### config.mk
export PLATFORM = sky130hd
export DESIGN_NAME = sprite_line_fetcher
export DESIGN_NICKNAME = d
export VERILOG_FILES = /design/src/rtl/ppu_pkg.sv /design/src/rtl/pixel_fifo.sv /design/src/rtl/sprite_line_fetcher.sv
export SDC_FILE = /design/constraint.sdc
export NUM_CORES = 1
export LEC_CHECK = 0
export BUFFER_PORTS_ARGS = -buffer_cell sky130_fd_sc_hd__buf_2
export CAP_MARGIN = 10
export CORE_AREA = 4 4 110 112
export DETAILED_ROUTE_END_ITERATION = 6
export DIE_AREA = 0 0 114 116
export HOLD_SLACK_MARGIN = 0.03
export PLACE_DENSITY_LB_ADDON = 0.3
export REMOVE_ABC_BUFFERS = 1
export SETUP_SLACK_MARGIN = 0.2
export SLEW_MARGIN = 10
export SYNTH_ARGS = -nofsm -noshare
export SYNTH_HDL_FRONTEND = slang
export SYNTH_SLANG_ARGS = --single-unit
### constraint.sdc
create_clock -name clk -period 5 [get_ports clk]
set_input_delay 0.5 -clock clk [delete_from_list [all_inputs] [get_ports clk]]
set_output_delay 0.5 -clock clk [all_outputs]
set_load 0.01 [all_outputs]
### src/rtl/ppu_pkg.sv
// Shared PPU types: sprite row width, mixer pixel format and the fetcher's
// internal beat/state encodings.
package ppu_pkg;

   localparam int unsigned SPR_ROW_WIDTH = 320;

   typedef struct packed {
      logic [4:0] palette;
      logic [3:0] color;
   } pmxr_pixel_t;

   typedef logic [1:0] spr_prio_t;

   typedef struct packed {
      pmxr_pixel_t data;
      spr_prio_t   prio;
      logic [8:0]  col;
      logic        last;
   } pix_beat_t;

   typedef enum logic [1:0] {
      ST_IDLE,
      ST_PREP,
      ST_SWEEP,
      ST_DRAIN
   } fetch_state_t;

endpackage

### src/rtl/pixel_fifo.sv
// Small synchronous FIFO with occupancy count; DEPTH must be a power of two.
module pixel_fifo #(
   parameter int unsigned DW    = 21,
   parameter int unsigned DEPTH = 4
) (
   input  logic                       clk,
   input  logic                       rst,
   input  logic                       push,
   input  logic [DW-1:0]              push_data,
   input  logic                       pop,
   output logic [DW-1:0]              pop_data,
   output logic [$clog2(DEPTH):0]     count,
   output logic                       empty,
   output logic                       full
);
   localparam int unsigned AW = $clog2(DEPTH);
   localparam int unsigned CW = AW + 1;

   logic [DW-1:0] mem_q [DEPTH];
   logic [DW-1:0] mem_d [DEPTH];
   logic [AW-1:0] wr_q, wr_d, rd_q, rd_d;
   logic [CW-1:0] cnt_q, cnt_d;
   logic          pop_ok;

   assign empty    = (cnt_q == '0);
   assign full     = (cnt_q == CW'(DEPTH));
   assign count    = cnt_q;
   assign pop_data = mem_q[rd_q];
   assign pop_ok   = pop & ~empty;

   always_comb begin
      mem_d = mem_q;
      wr_d  = wr_q;
      rd_d  = rd_q;
      if (push) begin
         mem_d[wr_q] = push_data;
         wr_d        = wr_q + 1'b1;
      end
      if (pop_ok) begin
         rd_d = rd_q + 1'b1;
      end
      cnt_d = cnt_q + CW'(push) - CW'(pop_ok);
   end

   always_ff @(posedge clk or posedge rst) begin
      if (rst) begin
         mem_q <= '{default: '0};
         wr_q  <= '0;
         rd_q  <= '0;
         cnt_q <= '0;
      end else begin
         mem_q <= mem_d;
         wr_q  <= wr_d;
         rd_q  <= rd_d;
         cnt_q <= cnt_d;
      end
   end

   // The fetcher's credit scheme keeps pushes away from a full FIFO.
   always_ff @(posedge clk) begin
      if (!rst) begin
         assert (!(push && full));
      end
   end

endmodule

### src/rtl/sprite_line_fetcher.sv
// Per-scanline sprite row fetcher: prep handshake with the sprite engine, then a
// credit-limited address sweep whose returned pixels stream out through a FIFO.
module sprite_line_fetcher
   import ppu_pkg::*;
#(
   parameter int unsigned WIDTH        = SPR_ROW_WIDTH,
   parameter int unsigned READ_LATENCY = 1,
   parameter int unsigned FIFO_DEPTH   = 4,
   parameter int unsigned GUARD        = 2
) (
   input  logic       clk,
   input  logic       rst,
   input  logic       start,
   input  logic [7:0] row_in,
   output logic       busy,
   output logic       row_done,
   output logic [7:0] next_row,
   output logic       prep,
   input  logic       done,
   output logic [8:0] pmxr_pixel_addr,
   input  logic [8:0] pmxr_pixel_data,
   input  logic [1:0] pmxr_pixel_prio,
   output logic       out_valid,
   input  logic       out_ready,
   output logic [8:0] out_data,
   output logic [1:0] out_prio,
   output logic [8:0] out_col,
   output logic       out_last
);
   localparam int unsigned CW       = $clog2(FIFO_DEPTH) + 1;
   localparam logic [8:0]  LAST_COL = 9'(WIDTH - 1);

   fetch_state_t         state_q, state_d;
   logic [7:0]           next_row_q, next_row_d;
   logic                 prep_q, prep_d;
   logic                 busy_q, busy_d;
   logic                 row_done_q, row_done_d;
   logic [7:0]           guard_q, guard_d;
   logic [8:0]           col_q, col_d;
   logic [8:0]           addr_q, addr_d;
   logic [READ_LATENCY:0] tok_v_q, tok_v_d;
   logic [8:0]           tok_col_q [READ_LATENCY+1];
   logic [8:0]           tok_col_d [READ_LATENCY+1];

   logic                 issue, push, pop;
   logic [CW-1:0]        fifo_count;
   logic                 fifo_empty, fifo_full;
   int unsigned          inflight;
   pix_beat_t            push_beat, head_beat;

   // Stage 0 travels with the address; the last stage lines up with returned data.
   always_comb begin
      inflight = 0;
      for (int unsigned i = 0; i <= READ_LATENCY; i++) begin
         inflight = inflight + 32'(tok_v_q[i]);
      end
   end

   assign issue = (state_q == ST_SWEEP) && ((32'(fifo_count) + inflight) < FIFO_DEPTH);
   assign push  = tok_v_q[READ_LATENCY];
   assign pop   = ~fifo_empty & out_ready;

   always_comb begin
      push_beat.data = pmxr_pixel_t'(pmxr_pixel_data);
      push_beat.prio = pmxr_pixel_prio;
      push_beat.col  = tok_col_q[READ_LATENCY];
      push_beat.last = (tok_col_q[READ_LATENCY] == LAST_COL);
   end

   always_comb begin
      state_d    = state_q;
      next_row_d = next_row_q;
      prep_d     = prep_q;
      row_done_d = 1'b0;
      guard_d    = guard_q;
      col_d      = col_q;
      addr_d     = addr_q;
      tok_col_d  = tok_col_q;
      tok_v_d    = {tok_v_q[READ_LATENCY-1:0], issue};
      tok_col_d[0] = col_q;
      for (int unsigned i = 1; i <= READ_LATENCY; i++) begin
         tok_col_d[i] = tok_col_q[i-1];
      end
      if (issue) begin
         addr_d = col_q;
      end

      case (state_q)
         ST_IDLE: begin
            if (start) begin
               next_row_d = row_in;
               prep_d     = 1'b1;
               guard_d    = 8'(GUARD);
               state_d    = ST_PREP;
            end
         end
         ST_PREP: begin
            if (guard_q != '0) begin
               guard_d = guard_q - 8'd1;
            end else if (done) begin
               prep_d  = 1'b0;
               col_d   = '0;
               state_d = ST_SWEEP;
            end
         end
         ST_SWEEP: begin
            if (issue) begin
               if (col_q == LAST_COL) begin
                  state_d = ST_DRAIN;
               end else begin
                  col_d = col_q + 9'd1;
               end
            end
         end
         ST_DRAIN: begin
            // Finishing on the final pop lets row_done land in the first IDLE cycle.
            if (inflight == 0 &&
                (fifo_count == '0 || (fifo_count == CW'(1) && pop))) begin
               row_done_d = 1'b1;
               state_d    = ST_IDLE;
            end
         end
         default: state_d = ST_IDLE;
      endcase

      busy_d = (state_d != ST_IDLE);
   end

   always_ff @(posedge clk or posedge rst) begin
      if (rst) begin
         state_q    <= ST_IDLE;
         next_row_q <= '0;
         prep_q     <= 1'b0;
         busy_q     <= 1'b0;
         row_done_q <= 1'b0;
         guard_q    <= '0;
         col_q      <= '0;
         addr_q     <= '0;
         tok_v_q    <= '0;
         tok_col_q  <= '{default: '0};
      end else begin
         state_q    <= state_d;
         next_row_q <= next_row_d;
         prep_q     <= prep_d;
         busy_q     <= busy_d;
         row_done_q <= row_done_d;
         guard_q    <= guard_d;
         col_q      <= col_d;
         addr_q     <= addr_d;
         tok_v_q    <= tok_v_d;
         tok_col_q  <= tok_col_d;
      end
   end

   pixel_fifo #(
      .DW    ($bits(pix_beat_t)),
      .DEPTH (FIFO_DEPTH)
   ) u_fifo (
      .clk       (clk),
      .rst       (rst),
      .push      (push),
      .push_data (push_beat),
      .pop       (pop),
      .pop_data  (head_beat),
      .count     (fifo_count),
      .empty     (fifo_empty),
      .full      (fifo_full)
   );

   assign busy            = busy_q;
   assign row_done        = row_done_q;
   assign next_row        = next_row_q;
   assign prep            = prep_q;
   assign pmxr_pixel_addr = addr_q;
   assign out_valid       = ~fifo_empty;
   assign out_data        = head_beat.data;
   assign out_prio        = head_beat.prio;
   assign out_col         = head_beat.col;
   assign out_last        = head_beat.last;

endmodule

=== Word level (Yosys, flattened, before mapping) ===
Index checks and enable logic that the tools add are counted.

* Bits in registers: 150
* Input port bits: 24

* Bitwise gates (word level): 5
* Add/subtract/negate cells: 8
* Multiplexer cells: 27
* Reduce and logical (&&, ||, !) cells: 16
* Order comparisons: 4
* Equal/unequal tests: 12

{| class="wikitable"
|+ Operators by type and width
! cell !! count
|-
| bitwise mux 84 bit || 1
|-
| two-way mux 21 bit || 3
|-
| binary-select mux 21 bit (select 2 bit) || 1
|-
| demux 21 bit (select 2 bit) || 1
|-
| two-way mux 9 bit || 4
|-
| logical NOT 32 bit || 1
|-
| == test 9 bit, second input constant || 2
|-
| case mux 9 bit (2 select lines) || 1
|-
| two-way mux 8 bit || 2
|-
| case mux 8 bit (2 select lines) || 1
|-
| two-way mux 2 bit || 6
|-
| inequality test 2 bit, second input constant || 6
|-
| adder 9 x 1 -> 9 bit, second input constant || 1
|-
| case mux 2 bit (4 select lines) || 1
|-
| nonzero test 8 bit || 1
|-
| subtractor 8 x 1 -> 8 bit, second input constant || 1
|-
| greater-or-equal comparator 3 bit, second input constant || 2
|-
| inverter 2 -> 3 bit || 2
|-
| nonzero test 2 bit || 3
|-
| two-way mux 1 bit || 5
|-
| AND reduction 5 bit || 1
|-
| adder 2 x 1 -> 2 bit, second input constant || 2
|-
| adder 3 x 2 -> 4 bit || 1
|-
| == test 2 bit, second input constant || 2
|-
| 17 further kinds || 21
|}

=== Longest topological paths before layout ===
Gate-level depths: netlist (run 1).

* Depth in word-level cells: 9
* Mapped depth: 10

=== Cells and area by module ===
From an unflattened synthesis (run 1), not the netlist that was laid out.

* Cells, all modules: 436
* Area total of the unflattened synthesis: 6618.8 um^2

{| class="wikitable"
|+ Modules (own cells, without submodules)
! module !! cells an instance !! seq. area each (um^2) !! instances !! area each (um^2)
|-
| pixel_fifo || 240 || 2277.2 || 1 || 4083.9
|-
| sprite_line_fetcher || 196 || 1476.4 || 1 || 2534.9
|}

=== Worst setup path before layout (run 1) ===
OpenSTA, ideal clock, no wires.

* Path type: reg2reg
* From: register tok_v_q[0]
* To: register col_q[3]
* Arrival: 2.225 ns
* Library setup time: 0.077 ns
* Setup slack: 2.698 ns
* Required time: 4.923 ns
* Cell stages (with the launch flop): 8
* Path buffers: 1
* Clock period less this slack: 2.302 ns
* Path through: dfrtp_1 ha_1 ha_1 or4b_4 or2_4 buf_6 or4_1 a21oi_1

* Word-level cells in the longest chain between the ends: 6

{| class="wikitable"
|+ Ends and longest elaborated chain
! element !! RTL line !! RTL
|-
| start: declaration || sprite_line_fetcher.sv:41 || <nowiki>logic [READ_LATENCY:0] tok_v_q, tok_v_d;</nowiki>
|-
| start signal: assignment || sprite_line_fetcher.sv:150 || <nowiki>tok_v_q <= tok_v_d;</nowiki>
|-
| adder 1 x 1 -> 2 bit || sprite_line_fetcher.sv:55 || <nowiki>inflight = inflight + 32'(tok_v_q[i]);</nowiki>
|-
| adder 3 x 2 -> 4 bit || sprite_line_fetcher.sv:59 || <nowiki>assign issue = (state_q == ST_SWEEP) && ((32'(fifo_count) + inflight) < FIFO_DEPTH);</nowiki>
|-
| less-than comparator 4 x 3 -> 1 bit || sprite_line_fetcher.sv:59 ||
|-
| logical AND 1 bit || sprite_line_fetcher.sv:59 ||
|-
| inequality test 2 bit (no source line) || n/a ||
|-
| AND reduction 5 bit (no source line) || n/a ||
|-
| end signal: assignment || sprite_line_fetcher.sv:148 || <nowiki>col_q <= col_d;</nowiki>
|-
| end: declaration || sprite_line_fetcher.sv:39 || <nowiki>logic [8:0] col_q, col_d;</nowiki>
|}

Every way passes these cells.
A chain may end at the register's enable or synchronous reset.

=== Final worst setup path (run 1) ===
* From: register u_fifo.rd_q[1]
* To: output port out_col[6]

* Word-level cells in the longest chain between the ends: 4

{| class="wikitable"
|+ Ends and longest elaborated chain
! element !! RTL line !! RTL
|-
| start: declaration || pixel_fifo.sv:21 || <nowiki>logic [AW-1:0] wr_q, wr_d, rd_q, rd_d;</nowiki>
|-
| start signal: assignment || pixel_fifo.sv:54 || <nowiki>rd_q <= rd_d;</nowiki>
|-
| inverter 2 -> 3 bit (implied by the code) || pixel_fifo.sv:28 || <nowiki>assign pop_data = mem_q[rd_q];</nowiki>
|-
| binary-select mux 21 bit (select 2 bit) || pixel_fifo.sv:28 ||
|-
| two-way mux 21 bit (implied by the code) (2 in a row) || pixel_fifo.sv:28 ||
|-
| end: declaration || sprite_line_fetcher.sv:27 || <nowiki>output logic [8:0] out_col,</nowiki>
|}

Every way passes these cells. The select of a mux whose other input is x is not followed.

==> impl_summary.log, run 1 <==
INFO  metric max_freq = 387.6 MHz
INFO  metric synth_enable_flop_cells = 0
INFO  metric yosysUniqueCellTypes = 43
INFO  metric worst_hold_path.endpoint = next_row[6]$_DFFE_PP0P_
INFO  metric grt_overflow_total = 0
INFO  metric cts.sink_count = 150
INFO  metric cts.htree.levels = 4
INFO  metric timing.hold.worst.start = row_in[6]
INFO  metric drive_above_1_share = 38.38%
INFO  metric syn_to_final_growth = 16.85%
INFO  metric critical_path.startpoint_type = flip-flop
INFO  metric timing.final.crit_period = 2.580 ns
INFO  metric syn-mean-instance-area = 13.68 um2
INFO  metric initial_utilization = 56.69%
INFO  metric power-per-cell-area = 415.4 nW/um2
INFO  metric clock_insertion_delay_worst_skew = 0.42 ns
INFO  metric ctsRootBufferMaster = sky130_fd_sc_hd__clkbuf_16
INFO  metric clockBufferDepth = 2
INFO  metric boundaryPins = 66
INFO  metric yosysWarnings = 0
INFO  metric hold_buffers = 0
INFO  metric drc = 0
INFO  metric grt_max_degree = 108
INFO  metric arrival = 2.08 ns
INFO  metric postSynthCellCount = 465
INFO  metric max_clock_skew = 0.006485 ns
INFO  metric drt_iter0_markers = 193
INFO  metric die_w = 114 um
INFO  metric critical_path.reg2reg.startpoint = tok_v_q[1]$_DFF_PP0_
INFO  metric critPathCaptureType = primary output
INFO  metric min-delay-path-class = in -> reg
INFO  metric wirelength_per_cell = 17.36 um
INFO  metric crit_fanout = 22
INFO  metric die-area = 13220 um2
INFO  metric global_route.usage.total = 19.60%
INFO  metric syn-cell-area = 6362 um2
INFO  metric yosysMostFrequentCell = sky130_fd_sc_hd__dfrtp_1
INFO  metric antenna_cells_inserted = 0
INFO  metric cp_slowest_cell = sky130_fd_sc_hd__dfrtp_1
INFO  metric final_area = 7435 um2
INFO  metric path_cells = mux4_2 -> buf_2
INFO  metric setup_violations = 0
INFO  metric number_of_instances_on_the_worst_hold_path = 3
INFO  metric layer_with_the_highest_usage = met2
INFO  metric grt.met2_usage = 33.06%
INFO  metric max_stage_delay = 1.06 ns
INFO  metric rr_endpoint = col_q[6]$_DFFE_PP0P_
INFO  metric layout.nets = 565
INFO  metric core-area = 11220 um2
INFO  metric floorplan.rows = 39
INFO  metric final_core_utilization = 66.24%
INFO  metric timing.final.hold_violations = 0
INFO  metric synth_seq_cells = 150
INFO  metric fin_crit_sh = 51.60%
INFO  metric timing.critical_path.required = 4.50 ns
INFO  metric post_synth_most_frequent_cells = 150 x sky130_fd_sc_hd__dfrtp_1, 81 x sky130_fd_sc_hd__mux2_2, 69 x sky130_fd_sc_hd__nand2_1
INFO  metric fin_tns_setup = 0 ns
INFO  metric vias = 3856
INFO  metric place.port_buffers = 65
INFO  metric worst_setup_hold_path_clk_slew = 0.06 ns
INFO  metric crit_type = reg -> out
INFO  metric grt_setup_unrepaired = false
INFO  metric reg2reg_slack = 2.47 ns
INFO  metric groute.layer.met3.usage = 5.065%
INFO  metric p_leak = 3.489 nW
INFO  metric ant_nets_after_route = 0
INFO  metric ir_worst_vdd = 0.0002277 V
INFO  metric antenna_found_initial = 0
INFO  metric synth_top_area_share = 59.00%
INFO  metric die-height = 116 um
INFO  metric dpl-instance-area = 6788 um2
INFO  metric synthDominantAreaCellType = sky130_fd_sc_hd__dfrtp_1
INFO  metric avgViaCountPerCell = 5.629
INFO  metric cts_buffers = 17
INFO  metric postCtsSetupRepairBufs = 0
INFO  metric r2r_cell_count = 6
INFO  metric postSynth.asyncResetShare = 100.0%
INFO  metric first_pass_grt_wire_length = 20.09 mm
INFO  metric detailedPlacementHpwl = 7.479 mm
INFO  metric grt_pass1_vias = 4035
INFO  metric grt_use_met1 = 24.75%
INFO  metric tritoncts = yes
INFO  metric yosys_most_used_dff = sky130_fd_sc_hd__dfrtp_1
INFO  metric largest_cells_by_area_after_synthesis = sky130_fd_sc_hd__dfrtp_1 59%, sky130_fd_sc_hd__mux2_2 14%, sky130_fd_sc_hd__mux4_2 7.4%, sky130_fd_sc_hd__nand2_1 4.1%, sky130_fd_sc_hd__ha_1 2.2%
INFO  metric slew_viol_final = 0
INFO  metric yosysSeqAreaShare = 59.00%
INFO  metric place.gp.congestion = 0.8113
INFO  metric run_status = finished clean
INFO  metric worstSetupStartpoint = u_fifo.rd_q[1]$_DFFE_PP0P_
INFO  metric postCtsResizedCells = 0
INFO  metric wl = 11.89 mm
INFO  metric max_cap_violations = 0
INFO  metric worst_pin_slew = 1.100 ns
INFO  metric slew_headroom = 26.46%
INFO  metric drt-pass1-iter-count = 4
[power by group]
part / leakage (nW) / switching, mW / internal (mW)
combinational: 1.36 / 0.175 / 0.212
clock: 0.303 / 0.508 / 0.867
sequential: 1.82 / 0.0717 / 1.25
[cell usage in the layout, fill, tap and decap left out, drive strengths merged, types with 5 or more instances in the layout]
cell type,n
clkbuf,19
inv,17
mux2,81
buf,67
o21ai,6
nand2,69
xnor2,8
dfrtp,150
mux4,21
nand3,9
ha,11
o31ai,8
a21oi,5
nor2,9
[layer usage]
metal  part of all wire, %  vias to the layer above  wire length (um)
met5                     0                        -                 0
met4                   1.4                        0               172
met3                   3.8                       17               450
met2                    52                       68              6163
met1                    43                     1983              5109
li1                      -                     1788                 -
[state kept, by name, summed over array words and instances, names as in the netlist]
name and count:
u_fifo.count 3, state_q 2, prep 1, row_done 1, next_row 8, pmxr_pixel_addr 9
tok_col_d 9, col_q 9, u_fifo.mem_q 84, busy 1, u_fifo.wr_q 2, push_beat 9
u_fifo.rd_q 2, guard_q 8, tok_v_q 2
[worst max-delay path by stage]
stage	end	cells past startpoint
2_1_floorplan	busy$_DFF_PP0_	1
3_3_place_gp	col_q[5]$_DFFE_PP0P_	6
3_5_place_dp	col_q[6]$_DFFE_PP0P_	6
4_1_cts	out_col[6]	2
5_1_grt	col_q[5]$_DFFE_PP0P_	6
6_report	out_col[6]	2
[cell families (layout without fill, tap and decap cells)]
logic type / after synthesis / after routing / synth area share (%)
flops: 150 / 150 / 59.00
simple gates: 124 / 124 / 9.636
xor+xnor: 11 / 11 / 1.514
compound gates: 28 / 28 / 2.910
fa+ha+maj: 12 / 12 / 2.478
mux: 104 / 104 / 22.08
buf+inv: 36 / 113 / 2.379
[through the flow]
| stage | hold WS, ns | worst slack [ns] | power [mW] | cells |
|---|---|---|---|---|
| finish | 0.2667 | 2.420 | 3.089 | 685 |
| global route | 0.2655 | 2.329 | 3.210 | 685 |
| CTS | 0.2500 | 2.388 | 3.123 | 685 |
| detailed placement | 0.3347 | 2.482 | 1.749 | 653 |
| global placement | 0.3314 | 2.555 | 1.734 | 653 |
| floorplan | 0.3312 | 0.4636 | 1.606 | 443 |
[critical path: cells and delay by family, from the launching register on]
kind,cells,cell delay [ns]
buffers and inverters,1,0.16
DFF,1,1.06
muxes,1,0.44
[cell type report]
| class | instances | area, um2 |
|---|---|---|
| Tap cell | 143 | 178.9 |
| Inverter | 14 | 57.56 |
| Fill cell | 807 | 3789 |
| Multi-Input combinational cell | 279 | 2457 |
| Clock buffer | 19 | 452.9 |
| Clock inverter | 13 | 193.9 |
| Sequential cell | 150 | 3754 |
| Timing Repair Buffer | 67 | 340.3 |
(Power assumes the default switching activity.)
==> inputs of run 2 (changes only) <==
- CORE_AREA: 4 4 110 112 -> 4 4 115 117
- DIE_AREA: 0 0 114 116 -> 0 0 119 121
- clock period: 5 -> 2.2 ns (I/O delays scaled with it)
==> run 2 against run 1 <==
Sequential share of layout area is 3.5 points lower; hold slack got worse by 0.19 ns; power grew 120%; via count rose by 4.2%; routed wire length increased by 5.8%.
==> impl_summary.log, run 2 (synthesis gave the netlist of run 1 again) <==
INFO  metric critical_path.startpoint_type = flip-flop
INFO  metric place_inst = 709
INFO  metric antenna_found_initial = 0
INFO  metric syn_to_final_growth = 25.49%
INFO  metric final_area = 7984 um2
INFO  metric slew_viol_final = 0
INFO  metric clockBufferDepth = 2
INFO  metric final_core_utilization = 64.58%
INFO  metric grt_setup_unrepaired = true
INFO  metric wirelength_per_cell = 16.68 um
INFO  metric fin_cells = 754
INFO  metric place.gp.congestion = 0.7840
INFO  metric avgViaCountPerCell = 5.330
INFO  metric timing.final.crit_period = 2.195 ns
INFO  metric drt_iter0_markers = 190
INFO  metric p_leak = 3.717 nW
INFO  metric cts.sink_count = 150
INFO  metric timing.hold.worst.start = pmxr_pixel_prio[1]
INFO  metric pre_cts_ws = -0.08410 ns
INFO  metric r2r_cell_count = 6
INFO  metric ir_worst_vdd = 0.0005536 V
INFO  metric power-per-cell-area = 856.7 nW/um2
INFO  metric die-area = 14400 um2
INFO  metric timing.hold.ws = 0.07917 ns
INFO  metric ctsRootBufferMaster = sky130_fd_sc_hd__clkbuf_16
INFO  metric vias = 4019
INFO  metric rr_endpoint = col_q[3]$_DFFE_PP0P_
INFO  metric layout.nets = 605
INFO  metric die-height = 121 um
INFO  metric cts.htree.levels = 4
INFO  metric max_freq = 455.6 MHz
INFO  metric max_flop_register = u_fifo.mem_q
INFO  metric clock_insertion_delay_worst_skew = 0.42 ns
INFO  metric max_clock_skew = 0.007033 ns
INFO  metric drive_above_1_share = 47.25%
INFO  metric crit_fanout = 5
INFO  metric run_status = finished clean
INFO  metric crit_type = reg -> reg
INFO  metric wl = 12.58 mm
INFO  metric mostFrequentLayoutCells = 149 x sky130_fd_sc_hd__dfrtp_1, 80 x sky130_fd_sc_hd__mux2_2, 65 x sky130_fd_sc_hd__buf_2, 58 x sky130_fd_sc_hd__nand2_1, 24 x sky130_fd_sc_hd__buf_4
INFO  metric drt-pass1-iter-count = 4
INFO  metric place.port_buffers = 65
INFO  metric worst_pin_slew = 0.5143 ns
INFO  metric cp_slowest_cell = sky130_fd_sc_hd__or4b_4
INFO  metric timing.final.hold_violations = 0
INFO  metric die_w = 119 um
INFO  metric p_total = 6.840 mW
INFO  metric drc = 0
INFO  metric floorplan.rows = 41
INFO  metric layout.filler_cells = 923
INFO  metric setup_violations = 0
INFO  metric worst_hold_path.endpoint = u_fifo.mem_q[32]$_DFFE_PP0P_
INFO  metric number_of_instances_on_the_worst_hold_path = 2
INFO  metric arrival = 2.54 ns
INFO  metric boundaryPins = 66
INFO  metric detailedPlacementHpwl = 8.008 mm
INFO  metric reg2reg_slack = 0.005 ns
INFO  metric initial_utilization = 51.46%
INFO  metric tritoncts = yes
INFO  metric worst_setup_hold_path_clk_slew = 0.06 ns
INFO  metric ant_nets_after_route = 0
INFO  metric fin_tns_setup = 0 ns
INFO  metric max_cap_violations = 0
INFO  metric first_pass_grt_wire_length = 21.05 mm
INFO  metric max_stage_delay = 0.51 ns
INFO  metric core-area = 12360 um2
INFO  metric critical_path.reg2reg.startpoint = tok_v_q[1]$_DFF_PP0_
INFO  metric grt_overflow_total = 0
INFO  metric grt_max_degree = 58
INFO  metric global_route.usage.total = 18.64%
INFO  metric largest_reg_flops = 84
INFO  metric critPathCaptureType = flip-flop
INFO  metric cts_buffers = 17
INFO  metric timing.critical_path.required = 2.54 ns
INFO  metric antenna_cells_inserted = 0
INFO  metric fin_ws = 0.004930 ns
INFO  metric slew_headroom = 65.71%
INFO  metric min-delay-path-class = in -> reg
INFO  metric fin_crit_sh = 99.78%
INFO  metric path_cells = ha_2 -> ha_4 -> or4b_4 -> or2_4 -> or4_4 -> a21oi_2
INFO  metric dpl-instance-area = 7064 um2
INFO  metric final_common_cell = sky130_fd_sc_hd__dfrtp_1
INFO  metric grt_pass1_vias = 4249
-- run 2: worst max-delay path by stage --
| stage | start | to | slack, ns | cells past startpoint |
|---|---|---|---|---|
| 5_1_grt | tok_v_q[1]$_DFF_PP0_ | col_q[3]$_DFFE_PP0P_ | -0.04 | 6 |
| 6_report | tok_v_q[1]$_DFF_PP0_ | col_q[3]$_DFFE_PP0P_ | 0.005 | 6 |
| 2_1_floorplan | rst | busy$_DFF_PP0_ | -2.06 | 1 |
| 4_1_cts | tok_v_q[1]$_DFF_PP0_ | col_q[5]$_DFFE_PP0P_ | 0.03 | 6 |
| 3_5_place_dp | tok_v_q[0]$_DFF_PP0_ | col_q[3]$_DFFE_PP0P_ | -0.08 | 6 |
| 3_3_place_gp | tok_v_q[0]$_DFF_PP0_ | col_q[6]$_DFFE_PP0P_ | -0.05 | 6 |
-- run 2: where the power goes --
part           leakage (nW)  internal [mW]  switching, mW
combinational          1.61          0.633          0.567
sequential             1.82           2.86         0.0613
clock                 0.286           1.68           1.05
total                  3.72           5.16           1.68
-- run 2: per-layer routing --
layer | vias to the layer above | track usage [%] | share of wire (%)
li1 | 1870 | - | -
met1 | 2031 | 23.21 | 43
met2 | 93 | 31.65 | 51
met3 | 25 | 4.289 | 3.4
met4 | 0 | 7.531 | 2.1
met5 | - | 0 | 0
-- run 2: layout make-up --
class / count / area, um2 / area share, %
sequential: 150 / 3755 / 47.03
clock buffer: 20 / 446.7 / 5.595
timing repair buffer: 106 / 720.7 / 9.027
multi-input combinational: 280 / 2676 / 33.52
clock inverter: 12 / 110.1 / 1.379
tap: 172 / 215.2 / 2.695
inverter: 14 / 60.06 / 0.7522
-- run 2: timing repair --
item                       4_1_cts  5_1_grt
cloned                           1        0
setup endpoints to repair       39       39
pin swaps                       18       16
hold buffers                     9        0
buffers inserted                 2        1
resized for setup               37       24
hold endpoints to repair        60        0
-- run 2: critical path, delay by kind of cell (launching register included) --
kind            cells  cell delay, ns
compound gates      1            0.14
fa+ha+maj           2            0.35
flops               1            0.39
simple gates        3            1.23
